===== config.mk =====
export PLATFORM = sky130hd
export DESIGN_NAME = ov5642_dvp_capture
export DESIGN_NICKNAME = d
export VERILOG_FILES = /design/src/rtl/ov5642_dvp_capture.sv
export SDC_FILE = /design/constraint.sdc
export NUM_CORES = 1
export LEC_CHECK = 0
export ABC_AREA = 1
export ABC_CLOCK_PERIOD_IN_PS = 2000
export CAP_MARGIN = 20
export CORE_MARGIN = 2
export CORE_UTILIZATION = 55
export DETAILED_ROUTE_END_ITERATION = 8
export PLACE_DENSITY = 0.9
export SKIP_CTS_REPAIR_TIMING = 1
export SYNTH_ARGS = -nofsm -noshare
export SYNTH_HDL_FRONTEND = slang
export SYNTH_SLANG_ARGS = --single-unit

===== constraint.sdc =====
create_clock -name pclk -period 2 [get_ports pclk]
set_input_delay 0.3 -clock pclk [delete_from_list [all_inputs] [get_ports pclk]]
set_output_delay 0.3 -clock pclk [all_outputs]
set_load 0.01 [all_outputs]

===== src/rtl/ov5642_dvp_capture.sv =====
// OV5642 DVP capture: registers the sensor bus, frames bytes between vsync pulses and
// emits them as an AXIS byte stream with tlast on the final byte, plus frame statistics.
module ov5642_dvp_capture #(
   parameter logic VSYNC_ACTIVE_HIGH = 1'b1,
   parameter logic HREF_ACTIVE_HIGH  = 1'b1
) (
   input  logic        pclk,
   input  logic        rst_n,
   input  logic        vsync,
   input  logic        href,
   input  logic [7:0]  d,
   input  logic        capture_en,
   input  logic        err_clr,
   output logic [7:0]  m_tdata,
   output logic        m_tvalid,
   output logic        m_tlast,
   output logic [15:0] frame_count,
   output logic [11:0] line_count,
   output logic [12:0] line_bytes,
   output logic        err_len,
   output logic        err_empty,
   output logic [1:0]  state_dbg
);

   // Stream handshake: m_tvalid is high for exactly one cycle per captured byte and there
   // is no tready; the consumer must accept every beat in the cycle it is presented.

   typedef enum logic [1:0] {
      SYNC   = 2'd0,
      IDLE   = 2'd1,
      ACTIVE = 2'd2
   } state_t;

   localparam logic [12:0] BYTE_MAX = 13'h1FFF;
   localparam logic [11:0] LINE_MAX = 12'hFFF;

   state_t      state;
   state_t      state_nx;

   logic        vs_norm;
   logic        hr_norm;
   logic        vs_s1;
   logic        vs_s2;
   logic        hr_s1;
   logic        hr_s2;
   logic [7:0]  d_s1;

   logic        vs_edge;
   logic        hr_rise;
   logic        hr_fall;
   logic        byte_ok;

   logic        capture;
   logic        flush;
   logic        empty_end;
   logic        line_end;
   logic        line_start;
   logic        len_set;
   logic        empty_set;

   logic [7:0]  hold_data;
   logic        hold_full;
   logic [12:0] byte_cnt;
   logic [12:0] ref_len;
   logic [11:0] line_cnt;

   assign vs_norm = VSYNC_ACTIVE_HIGH ? vsync : ~vsync;
   assign hr_norm = HREF_ACTIVE_HIGH  ? href  : ~href;

   // Everything downstream sees only the registered, polarity-normalised bus.
   always_ff @(posedge pclk or negedge rst_n) begin
      if (!rst_n) begin
         vs_s1 <= 1'b0;
         vs_s2 <= 1'b0;
         hr_s1 <= 1'b0;
         hr_s2 <= 1'b0;
         d_s1  <= 8'd0;
      end else begin
         vs_s1 <= vs_norm;
         vs_s2 <= vs_s1;
         hr_s1 <= hr_norm;
         hr_s2 <= hr_s1;
         d_s1  <= d;
      end
   end

   assign vs_edge = vs_s1 & ~vs_s2;
   assign hr_rise = hr_s1 & ~hr_s2;
   assign hr_fall = ~hr_s1 & hr_s2;
   assign byte_ok = hr_s1 & ~vs_s1;

   always_ff @(posedge pclk or negedge rst_n) begin
      if (!rst_n) begin
         state <= SYNC;
      end else begin
         state <= state_nx;
      end
   end

   always_comb begin
      state_nx  = state;
      capture   = 1'b0;
      flush     = 1'b0;
      empty_end = 1'b0;
      line_end  = 1'b0;
      case (state)
         SYNC: begin
            if (vs_edge && capture_en) begin
               state_nx = IDLE;
            end
         end
         IDLE: begin
            if (vs_edge) begin
               empty_end = 1'b1;
               if (!capture_en) begin
                  state_nx = SYNC;
               end
            end else if (byte_ok) begin
               capture  = 1'b1;
               state_nx = ACTIVE;
            end
         end
         ACTIVE: begin
            if (vs_edge) begin
               flush    = 1'b1;
               state_nx = capture_en ? IDLE : SYNC;
            end else begin
               capture  = byte_ok;
               line_end = hr_fall;
            end
         end
         default: begin
            state_nx = SYNC;
         end
      endcase
   end

   // The first byte of a frame may arrive mid-href, so it also starts a fresh line count.
   assign line_start = hr_rise | (state == IDLE);
   assign len_set    = line_end && (line_cnt != 12'd0) && (byte_cnt != ref_len);
   assign empty_set  = empty_end | (flush & ~hold_full);

   always_ff @(posedge pclk or negedge rst_n) begin
      if (!rst_n) begin
         m_tdata     <= 8'd0;
         m_tvalid    <= 1'b0;
         m_tlast     <= 1'b0;
         hold_data   <= 8'd0;
         hold_full   <= 1'b0;
         byte_cnt    <= 13'd0;
         ref_len     <= 13'd0;
         line_cnt    <= 12'd0;
         frame_count <= 16'd0;
         line_count  <= 12'd0;
         line_bytes  <= 13'd0;
         err_len     <= 1'b0;
         err_empty   <= 1'b0;
      end else begin
         m_tvalid <= 1'b0;
         m_tlast  <= 1'b0;

         if (capture) begin
            if (hold_full) begin
               m_tdata  <= hold_data;
               m_tvalid <= 1'b1;
            end
            hold_data <= d_s1;
            hold_full <= 1'b1;
            if (line_start) begin
               byte_cnt <= 13'd1;
            end else if (byte_cnt != BYTE_MAX) begin
               byte_cnt <= byte_cnt + 13'd1;
            end
         end

         if (line_end) begin
            line_bytes <= byte_cnt;
            if (line_cnt == 12'd0) begin
               ref_len <= byte_cnt;
            end
            if (line_cnt != LINE_MAX) begin
               line_cnt <= line_cnt + 12'd1;
            end
         end

         // The held byte is the true last byte of the frame once vsync arrives.
         if (flush && hold_full) begin
            m_tdata     <= hold_data;
            m_tvalid    <= 1'b1;
            m_tlast     <= 1'b1;
            hold_full   <= 1'b0;
            frame_count <= frame_count + 16'd1;
            line_count  <= line_cnt;
         end

         if (vs_edge) begin
            line_cnt <= 12'd0;
         end

         err_len   <= len_set   | (err_len   & ~err_clr);
         err_empty <= empty_set | (err_empty & ~err_clr);
      end
   end

   assign state_dbg = state;

endmodule


==> results.tsv <==
metric	value	unit
static leakage	3.06	nW
most common cell after layout, fill and taps aside	nand2_1	
placement-stage cell area	0.00610	mm²
clock sinks	114	
Top delay family on crit path	simple AND/OR/NAND/NOR gates	
WL/cell	14.3	µm
Vias	4489	
crit path DAT	2300	ps
Fmax achieved	0.529	GHz
diodes inserted	0	
Yosys top cell area share	54.1	%
final hold violation count	0	
fin area	0.00667	mm²
clk_skew	7.81	ps
worst-path cell chain	inv_1 > ha_1 > nand3_4 > nor2_1 > nand3_1 > xnor2_1	
largest cells by area after synthesis	dfrtp_1 (54%), nand2_1 (15%), o21ai_0 (5.4%), inv_1 (5.1%), nor2_1 (3.3%)	
crit path from	state_dbg[0]	
Starting Density	56.8	%
Hold Crit Class	in2reg	
GRT overflow	0	
Clock Latency Late Sink	520	ps
io pins	69	
port buffer count	68	
# setup viols final	0	
routability cong.	0.932	
Setup CP Type	reg2reg	
slew margin rel.	60.4	%
slowest stage delay, CP	420	ps
cell taking the most area after synthesis	dfrtp_1	
Die Area	0.0104	mm²
Cell variety after synth	30	
first-pass GRT wire length	20300	µm
Rows	35	
CTS H-Tree Depth	4	
CP Capture Point	frame_count[9]	
synthesized area	0.00527	mm²
Routed WL	12200	µm
Core Area	0.00928	mm²
Die Wd	102	µm
Slew @ Worst Pin	594	ps
DRC errors left	0	
R2R depth	6	
Critical Path Stages	6	
CTS root buf	clkbuf_8	
Post-Synthesis Net Count	656	
min Tclk post-route	1890	ps
crit path max-delay cell type	dfrtp_1	
Setup crit start kind	flip-flop	
RSZ-0062 raised after global routing	false	
layout cells sized above 1	7.72	%
status	finished, final reports clean	
CP Max Fanout	25	
Die Ht	102	µm
worst r2r src	state_dbg[0]	
sequential element share of the synthesized area	54.1	%
CTS buffer count	17	
Gate Count Post-Synth	634	
Initial DRC Count	279	
Synthesis Warnings	0	
syn avg cell area	8.31	µm²
PD cells	1070	mW/mm²
most frequent cells in the layout	nand2_1 (213), dfrtp_1 (114), inv_1 (71), clkdlybuf4s50_1 (67), o21ai_0 (57)	
HPWL Detailed	8160	µm
clk buf depth	2	
Worst Setup End Kind	flip-flop	
Detail Route Antenna Nets	0	
TritonCTS clock tree	built	
Overall Global Routing Usage	25.3	%
buffer and inverter count on the worst path	1	
Fin Setup TNS	0	ps
Fillers	633	
VDD IR max	0.000714	V
Layout area overhead	26.5	%
Pre-antenna DRT Iters	5	
max-slew violations	0	
crit share post-route	94.6	%
DR vias/cell	5.26	
final net count	734	
CP Data Required Time	2410	ps
r2r endpoint	frame_count[9]	
clk slew on worst S/H paths	60	ps
vias in the first global route	4462	
largest net degree at the start of global routing	48	
antenna violations before repair	0	
MaxCap Viol Count	0	
Yosys reg bits	114	
setup slack, reg-to-reg	110	ps
-- where the power goes --
| part | switching [W] | internal (W) | leakage [nW] |
|---|---|---|---|
| clock | 0.00112 | 0.00169 | 0.258 |
| combinational | 0.000769 | 0.000629 | 1.28 |
| sequential | 0.000270 | 0.00263 | 1.53 |
-- through the flow --
step                instances  total power [W]  setup WS [ps]  hold WS, ps  utilization [%]
finish                    854          0.00711            108          219             71.8
global route              854          0.00747           5.92          206             71.8
CTS                       853          0.00713            139         -260             71.7
detailed placement        821          0.00431            199          286             65.7
global placement          821          0.00423            288          284             65.7
floorplan                 634          0.00367            367         4.41                -
-- final cells by class --
cell class | count | area, µm² | share of cell area [%]
inverter | 74 | 278 | 4.17
tap | 129 | 161 | 2.42
clock buffer | 19 | 432 | 6.47
multi-input combinational | 430 | 2060 | 30.9
sequential | 114 | 2850 | 42.8
clock inverter | 13 | 129 | 1.93
timing repair buffer | 75 | 758 | 11.4
-- logic make-up after synthesis --
logic type,share of synthesized area (%)
XOR/XNOR,3.49
AO/OA/AOI/OAI,8.31
buffers and inverters,6.82
flip-flops,54.1
AND/OR/NAND/NOR,25.3
adder cells (fa/ha/maj),1.90
-- routing by layer --
layer	share of wire [%]	up-vias	track usage [%]
met2	51	184	42.1
met1	41	2121	32.2
met5	0	-	0
met4	1.9	0	10.8
li1	-	2153	-
met3	6.5	31	5.61
-- cell usage after synthesis --
cell and count:
a21oi_1 5, a21oi_2 1, buf_2 8, buf_4 2
clkbuf_1 3, clkbuf_2 3, dfrtp_1 114, ha_1 8
inv_1 71, inv_2 3, nand2_1 213, nand2_2 4
nand3_1 27, nand3_2 2, nand3_4 1, nand3b_1 2
nand4_1 9, nor2_1 47, nor2_2 1, nor2_4 2
nor3_1 5, nor3_2 2, nor3_4 1, o21ai_0 57
o21ai_1 19, o21ai_2 1, o221ai_1 1, o22ai_1 1
xnor2_1 9, xor2_1 12
-- worst register-to-register path: stages (launching register included) --
cell     delay, ps
dfrtp_1        420
inv_1          100
ha_1           310
nand3_4        290
nor2_1         360
nand3_1        140
xnor2_1        150
-- worst min-delay path by stage --
stage,from,end,slack (ps),cells past startpoint
2_1_floorplan,rst_n,byte_cnt[0],4,0
3_3_place_gp,rst_n,line_count[2],280,1
3_5_place_dp,rst_n,line_count[2],290,1
4_1_cts,rst_n,line_count[2],-260,1
5_1_grt,d[2],d_s1[2],210,1
6_report,d[2],d_s1[2],220,1
-- state kept, by name, indices dropped and copies added, names as in the netlist, 2 cells and up --
register / flops
state_dbg: 2
m_tdata: 8
line_bytes: 13
byte_cnt: 13
frame_count: 16
line_count: 12
d_s1: 8
ref_len: 13
hold_data: 8
line_cnt: 12
Note: power is estimated with default switching activity, not from simulation.
